==> config.mk <==
export PLATFORM = sky130hd
export DESIGN_NAME = heartbeat_generator
export DESIGN_NICKNAME = d
export VERILOG_FILES = /design/src/rtl/wd_pkg.sv /design/src/rtl/pulse_stretcher.sv /design/src/rtl/heartbeat_generator.sv
export SDC_FILE = /design/constraint.sdc
export NUM_CORES = 1
export LEC_CHECK = 0
export ABC_AREA = 1
export CORE_UTILIZATION = 55
export CTS_CLUSTER_DIAMETER = 200
export DETAILED_ROUTE_END_ITERATION = 10
export GPL_ROUTABILITY_DRIVEN = 0
export PLACE_DENSITY = 0.77
export SETUP_SLACK_MARGIN = 0.4
export SYNTH_ARGS = -nofsm -noshare
export SYNTH_HDL_FRONTEND = slang
export SYNTH_HIERARCHICAL = 1
export SYNTH_SLANG_ARGS = --single-unit
export TNS_END_PERCENT = 10
==> constraint.sdc <==
create_clock -name clk -period 2.3 [get_ports clk]
set_clock_uncertainty 0.15 [all_clocks]
set_input_delay 0.46 -clock clk [delete_from_list [all_inputs] [get_ports clk]]
set_output_delay 0.46 -clock clk [all_outputs]
set_load 0.02 [all_outputs]
==> src/rtl/wd_pkg.sv <==
// Types and timing defaults shared by the heartbeat generator and the watchdog timer.
package wd_pkg;

    typedef enum logic [1:0] {
        IDLE    = 2'd0,
        RUN     = 2'd1,
        STALE   = 2'd2,
        TRIPPED = 2'd3
    } hb_state_t;

    localparam int unsigned HB_COUNT_W       = 16;
    localparam int unsigned DEF_HB_PERIOD    = 12_500_000;  // 100 ms @ 125 MHz
    localparam int unsigned DEF_HOST_TIMEOUT = 125_000_000; // 1 s @ 125 MHz
    localparam int unsigned DEF_PULSE_WIDTH  = 4;

    // Counter width able to hold 0..n-1, never narrower than one bit.
    function automatic int unsigned cnt_width(input int unsigned n);
        return (n > 1) ? $clog2(n) : 1;
    endfunction

endpackage

==> src/rtl/pulse_stretcher.sv <==
// Emits a registered pulse exactly WIDTH cycles long per accepted start; abort ends it at once.
module pulse_stretcher
    import wd_pkg::*;
#(
    parameter int unsigned WIDTH = DEF_PULSE_WIDTH
) (
    input  logic clk,
    input  logic rst,
    input  logic start,
    input  logic abort,
    output logic pulse,
    output logic busy
);

    localparam int unsigned CW = cnt_width(WIDTH);
    localparam logic [CW-1:0] LOAD = CW'(WIDTH - 1);

    logic [CW-1:0] remain;

    always_ff @(posedge clk) begin
        if (rst || abort) begin
            pulse  <= 1'b0;
            remain <= '0;
        end else if (pulse) begin
            // Starts arriving while high are dropped, never extending the pulse.
            if (remain == '0) begin
                pulse <= 1'b0;
            end else begin
                remain <= remain - CW'(1);
            end
        end else if (start) begin
            pulse  <= 1'b1;
            remain <= LOAD;
        end
    end

    assign busy = pulse;

endmodule

==> src/rtl/heartbeat_generator.sv <==
// Periodic watchdog heartbeat source, withheld when the host link goes quiet; latches watchdog trips.
module heartbeat_generator
    import wd_pkg::*;
#(
    parameter int unsigned HB_PERIOD    = DEF_HB_PERIOD,
    parameter int unsigned HOST_TIMEOUT = DEF_HOST_TIMEOUT,
    parameter int unsigned PULSE_WIDTH  = DEF_PULSE_WIDTH
) (
    input  logic                  clk,
    input  logic                  rst,
    input  logic                  enable,
    input  logic                  host_activity,
    input  logic                  wd_warning,
    input  logic                  wd_triggered,
    input  logic                  fault_clear,
    output logic                  heartbeat,
    output logic [1:0]            hb_state,
    output logic                  host_alive,
    output logic [HB_COUNT_W-1:0] hb_count
);

    localparam int unsigned PW = cnt_width(HB_PERIOD);
    localparam int unsigned AW = cnt_width(HOST_TIMEOUT);
    localparam logic [PW-1:0] PERIOD_LAST = PW'(HB_PERIOD - 1);
    localparam logic [AW-1:0] AGE_LAST    = AW'(HOST_TIMEOUT - 1);

    hb_state_t     state;
    logic [PW-1:0] period_cnt;
    logic [AW-1:0] age_cnt;
    logic          warn_q;
    logic          warn_rise;
    logic          period_tc;
    logic          abort;
    logic          start;
    logic          busy;

    always_comb begin
        warn_rise = wd_warning & ~warn_q;
        period_tc = (period_cnt == PERIOD_LAST);
        abort     = wd_triggered | ~enable;
        start     = (state == RUN) & ~abort & (period_tc | warn_rise) & ~busy;
    end

    always_ff @(posedge clk) begin
        if (rst) begin
            state      <= IDLE;
            host_alive <= 1'b0;
            hb_count   <= '0;
            period_cnt <= '0;
            age_cnt    <= '0;
            warn_q     <= 1'b0;
        end else begin
            warn_q <= wd_warning;
            if (start) begin
                hb_count <= hb_count + HB_COUNT_W'(1);
            end

            if (wd_triggered) begin
                state      <= TRIPPED;
                host_alive <= 1'b0;
            end else if (state == TRIPPED) begin
                if (fault_clear) begin
                    state <= IDLE;
                end
            end else if (!enable) begin
                state      <= IDLE;
                host_alive <= 1'b0;
                period_cnt <= '0;
                age_cnt    <= '0;
            end else begin
                unique case (state)
                    IDLE: begin
                        state      <= RUN;
                        host_alive <= 1'b1;
                        period_cnt <= '0;
                        age_cnt    <= '0;
                    end
                    RUN: begin
                        // A warning edge resynchronises the period even when its pulse is dropped.
                        if (period_tc || warn_rise) begin
                            period_cnt <= '0;
                        end else begin
                            period_cnt <= period_cnt + PW'(1);
                        end
                        if (host_activity) begin
                            age_cnt <= '0;
                        end else if (age_cnt == AGE_LAST) begin
                            state      <= STALE;
                            host_alive <= 1'b0;
                        end else begin
                            age_cnt <= age_cnt + AW'(1);
                        end
                    end
                    STALE: begin
                        if (host_activity) begin
                            state      <= RUN;
                            host_alive <= 1'b1;
                            period_cnt <= '0;
                            age_cnt    <= '0;
                        end
                    end
                    default: begin
                        state <= IDLE;
                    end
                endcase
            end
        end
    end

    assign hb_state = state;

    pulse_stretcher #(
        .WIDTH (PULSE_WIDTH)
    ) u_pulse (
        .clk   (clk),
        .rst   (rst),
        .start (start),
        .abort (abort),
        .pulse (heartbeat),
        .busy  (busy)
    );

endmodule
# [Word level (Yosys, flattened, before mapping)]
# Cells that the tools add are included.
[totals] reg_bits=74 in_bits=7 output_inout_bits=20 elab_cells=78
[op_classes] addsub=4 eq_ne=15 n_mux=28 n_bitwise=12 n_reduce_logical=11
[op_table] op="$mux W27" count=4
[op_table] op="$pmux W27 S3" count=1
[op_table] op="$mux W24" count=3
[op_table] op="$pmux W24 S3" count=1
[op_table] op="$add A27 B1 Y27 const B" count=1
[op_table] op="$eq A27 B27 Y1 const B" count=1
[op_table] op="$add A24 B1 Y24 const B" count=1
[op_table] op="$eq A24 B24 Y1 const B" count=1
[op_table] op="$mux W2" count=10
[op_table] op="$add A16 B1 Y16 const B" count=1
[op_table] op="$reduce_and A5 Y1" count=2
[op_table] op="$ne A3 B3 Y1 const B" count=3
[op_table] op="$reduce_and A4 Y1" count=2
[op_table] op="$mux W1" count=7
[op_table] op="$not A1 Y1" count=6
[op_table] op="$pmux W2 S3" count=1
[op_table] op="$ne A5 B3 Y1 const B" count=1
[op_table] op="$ne A5 B4 Y1 const B" count=1
[op_table] op="$ne A5 B5 Y1 const B" count=1
[op_table] op="$and A1 B1 Y1" count=4
[op_table] op="$eq A2 B2 Y1 const B" count=2
[op_table] op="$logic_not A2 Y1" count=2
[op_table] op="$ne A4 B1 Y1 const B" count=1
[op_table] op="$ne A4 B4 Y1 const B" count=1
[op_table] op="10 further kinds" count=12

# [Logic depth before layout (Yosys ltp)]
[logic_depth] word_depth=8 depth_mapped=13 ltp_nobuf=13

# [Modules after synthesis]
# Netlist, hierarchy kept.
[by_module_without_submodules] mod="heartbeat_generator" n_inst=1 cells_per_inst=689 area_per_inst_um2=4332.9 seq_area_each_um2=1421.4
[by_module_without_submodules] mod="pulse_stretcher" n_inst=1 cells_per_inst=22 area_per_inst_um2=150.1 seq_area_each_um2=60.1

# [Least setup slack after synthesis]
# Ideal clock, no wire load.
[synth_timing] path_type="flip-flop to flip-flop" from="reg state[0], in the netlist hb_state[0]" to="reg age_cnt[8]" setup_time_ns=0.115 arrival_time_ns=1.558 t_required_ns=2.035 path_slack_ns=0.477 stages_incl_launch_ff=10 path_buffers=1 synth_period_minus_slack_ns=1.823 cell_sequence="dfxtp_1 > nand2_2 > nor2_4 > inv_2 > nor2_8 > nand3_4 > nand2_4 > buf_6 > nor2_1 > o21a_1"
[synth_between] elab_chain_len=3 word_cells_on_any_way=11 cone_classes="eq/ne (6); mux (2); bitwise (1); reduce/logical (2)"
[synth_rtl] element="start: declaration" line="heartbeat_generator.sv:27" text="hb_state_t state;"
[synth_rtl] element="start signal: assignment" line="heartbeat_generator.sv:46" text="state <= IDLE;"
[synth_rtl] element="start signal: assignment" line="heartbeat_generator.sv:59" text="state <= TRIPPED;"
[synth_rtl] element="start signal: assignment" line="heartbeat_generator.sv:63" text="state <= IDLE;"
[synth_rtl] element="$eq A2 B1 Y1, or another cell as far along" line="heartbeat_generator.sv:71" text="unique case (state)"
[synth_rtl] element="$ne A4 B4 Y1 (no source line), or another cell as far along"
[synth_rtl] element="$reduce_and A5 Y1 (no source line) or $mux W27 (tied branches)"
[synth_rtl] element="end signal: assignment" line="heartbeat_generator.sv:91" text="age_cnt <= age_cnt + AW'(1);"
[synth_rtl] element="end: declaration" line="heartbeat_generator.sv:29" text="logic [AW-1:0] age_cnt;"
# Parallel ways exist; a longest one is shown, timed or not.
# A chain may end at the register's enable or synchronous reset.

# [Worst setup path in the final report]
[layout_timing] from="reg hb_count[2]" to="out hb_count[2]"
[layout_rtl] element="start: declaration" line="heartbeat_generator.sv:19" text="output logic [HB_COUNT_W-1:0] hb_count"
[layout_rtl] element="start signal: assignment" line="heartbeat_generator.sv:55" text="hb_count <= hb_count + HB_COUNT_W'(1);"
# No word-level cell between the ends.

==> flow_summary.yaml <==
outcome:
  outcome: "complete, no violations"
sta:
  rsz0062_at_grt: "true"
  period_share: 0.8954
  tns_ns: 0
  worst_slack_ns: 0.2406
  period_minus_slack_ns: 2.059
  clock.fmax_ghz: 0.4856
  hold_viol: 0
  drv_slew: 0
  tightest_slew_ns: 0.4759
  setup_viol: 0
  whs_ns: 0.3032
  relSlewSlack: 0.6808
route:
  drc: 0
  avgRoutedWirePerCell_um: 13.15
  drtPass1Iterations: 5
  drtIter0Drc: 241
  via_per_inst: 5.356
  ant_nets: 0
  routed_wl_mm: 11.45
  vias: 4665
clock_tree:
  cts_root_buf: "clkbuf_8"
  cts_tree: "done"
  clock_path_buffers: 2
  clock_latency_ns: 0.35
  postCtsHoldBufs: 0
  cts_made_buffers: 9
  clock-sinks: 74
  clk_pin_slew_ns: 0.08
  htreeDepth: 3
min_path:
  hold_depth: 3
  hold_class: "in2reg"
worst_setup_path:
  r2r_slack_ns: 0.41
  crit_fanout: 6
  crit_required_ns: 1.69
  cp_num_buf_inv: 1
  slowest_delay_ns: 0.65
  arrival_ns: 1.45
  cp.depth: 1
  crit_chain: "clkdlybuf4s50_1"
  reg2reg_depth: 10
  crit_type: "reg2out"
  cp_slowest_cell: "clkdlybuf4s50_1"
  cp-start-kind: "register"
  crit_family: "buffers and inverters"
  end_kind: "primary output"
global_routing:
  grt_pass1_wl_mm: 19.42
  grt_max_degree: 27
  grt-ovfl-total: 0
  grt_pass1_vias: 4478
  track_usage: 0.2812
  antenna_found_initial: 0
placement:
  dp_hpwl_mm: 8.358
  place_worst_setup_slack_ns: 0.004120
  postPlaceCellArea_mm2: 0.004972
  port_buffers: 26
  dp_cells: 848
floorplan:
  dieArea_mm2: 0.008516
  die_y_um: 92.28
  ioPinCount: 27
  die_w_um: 92.28
  start_util: 0.5742
  coreArea_mm2: 0.007807
  fp-row-count: 32
yosys:
  syn-cell-area_mm2: 0.004483
  synth_area_leader_cell: "dfxtp_1"
  synth-edff-count: 0
  yosysWarnings: 6
  synth_ff_type: "dfxtp_1"
  netlist.area_leader.share: 0.3304
  synth.area.top_cells: "dfxtp_1, nand2_1, nor2_1, nand3_1, inv_1"
  ys_seq_area_frac: 0.3304
  synth.distinct_cells: 37
  yosys_register_bits: 74
  syn-num-nets: 722
  async_reset_ff_frac: 0
  postSynthCellCount: 711
  avgSynthCellArea_um2: 6.305
run:
  drv_cap: 0
cells_and_area:
  final_util: 0.6872
  nNetsFinal: 775
  fin_cells: 871
  drive_above_1_share: 0.1443
  diodes: 0
  final_cell_area_mm2: 0.005365
  synthToLayoutAreaGrowth_pct: 19.68
pwr:
  power_density_mw_per_mm2: 487.6
  irDropWorstVdd_uv: 337.3
  leakage_nw: 2.075
  power_mw: 2.616
==> layout by cell type, fill, tap and decap left out, types with 4 or more instances in the layout <==
| cell | instances |
|---|---|
| clkdlybuf4s50_1 | 22 |
| inv_2 | 8 |
| nor2_2 | 4 |
| nand4_1 | 22 |
| nand2_2 | 14 |
| nor2_1 | 95 |
| o21ai_1 | 12 |
| nand3_1 | 66 |
| dfxtp_1 | 67 |
| nand2_4 | 4 |
| nand2_1 | 194 |
| nor2_4 | 7 |
| inv_1 | 83 |
| o21ai_0 | 13 |
| clkbuf_8 | 11 |
| dfxtp_2 | 5 |
| a21oi_2 | 4 |
| nor3_1 | 16 |
| xor2_1 | 17 |
| buf_4 | 25 |
| a21oi_1 | 30 |
| buf_6 | 4 |
==> power breakdown <==
| part | switching (mW) | internal (mW) |
|---|---|---|
| sequential | 0.00919 | 1.29 |
| clock | 0.512 | 0.555 |
| combinational | 0.156 | 0.0969 |
==> cell type report <==
| class | count | area (um^2) |
|---|---|---|
| flip-flops and latches | 74 | 1495 |
| well taps | 102 | 127.6 |
| multi-input cells | 529 | 2661 |
| clock inverters | 5 | 52.55 |
| clock buffers | 11 | 151.4 |
| inverters | 94 | 357.8 |
| fillers | 689 | 2442 |
| repair buffers | 56 | 519.2 |
==> synthesized netlist by cell type (2+ instances only) <==
master / instances
a21oi_2: 4
nor2_2: 5
o21ai_0: 13
inv_2: 7
nand4_1: 22
nor2_8: 3
buf_6: 3
nand2_2: 11
nand2_1: 200
ha_1: 4
nor3_1: 17
o21ai_1: 12
nand3_1: 68
buf_2: 4
buf_1: 2
nor2_1: 98
nand2_4: 2
nor4_1: 2
clkbuf_1: 4
xnor2_1: 2
nor2_4: 3
o21bai_1: 3
xor2_1: 17
a21oi_1: 30
inv_1: 86
dfxtp_1: 74
o21a_1: 3
or2_2: 3
==> kinds of logic after synthesis <==
family | share of synthesized area
AND/OR/NAND/NOR | 0.4382
buffers and inverters | 0.09740
flip-flops | 0.3304
AO/OA/AOI/OAI | 0.08568
XOR/XNOR | 0.03712
adder cells (fa/ha/maj) | 0.01116
==> worst paths after layout <==
kind / from / endpoint
worst max-delay path: hb_count[2] / hb_count[2]
worst max register to register: age_cnt[1] / age_cnt[8]
worst min-delay path: wd_triggered / hb_state[0]
worst min register to register: period_cnt[1] / period_cnt[1]
==> timing repair <==
action                                 4_1_cts  5_1_grt
gates resized for setup                      2       43
setup endpoints to repair                   91       92
endpoints found under the hold margin        0        0
buffers inserted                             0        7
pin swaps                                    0        9
==> state kept, by name, indices dropped and copies added (netlist names) <==
register,flops
period_cnt,24
age_cnt,27
host_alive,1
hb_count,16
hb_state,2
warn_q,1
u_pulse/busy,1
u_pulse/remain,2
==> routing by layer <==
layer,routed length (um),track usage
met5,0,0
met4,302,0.1471
met3,548,0.04146
met2,5500,0.4776
met1,5099,0.3427
Note: power is estimated with default switching activity, not from simulation.
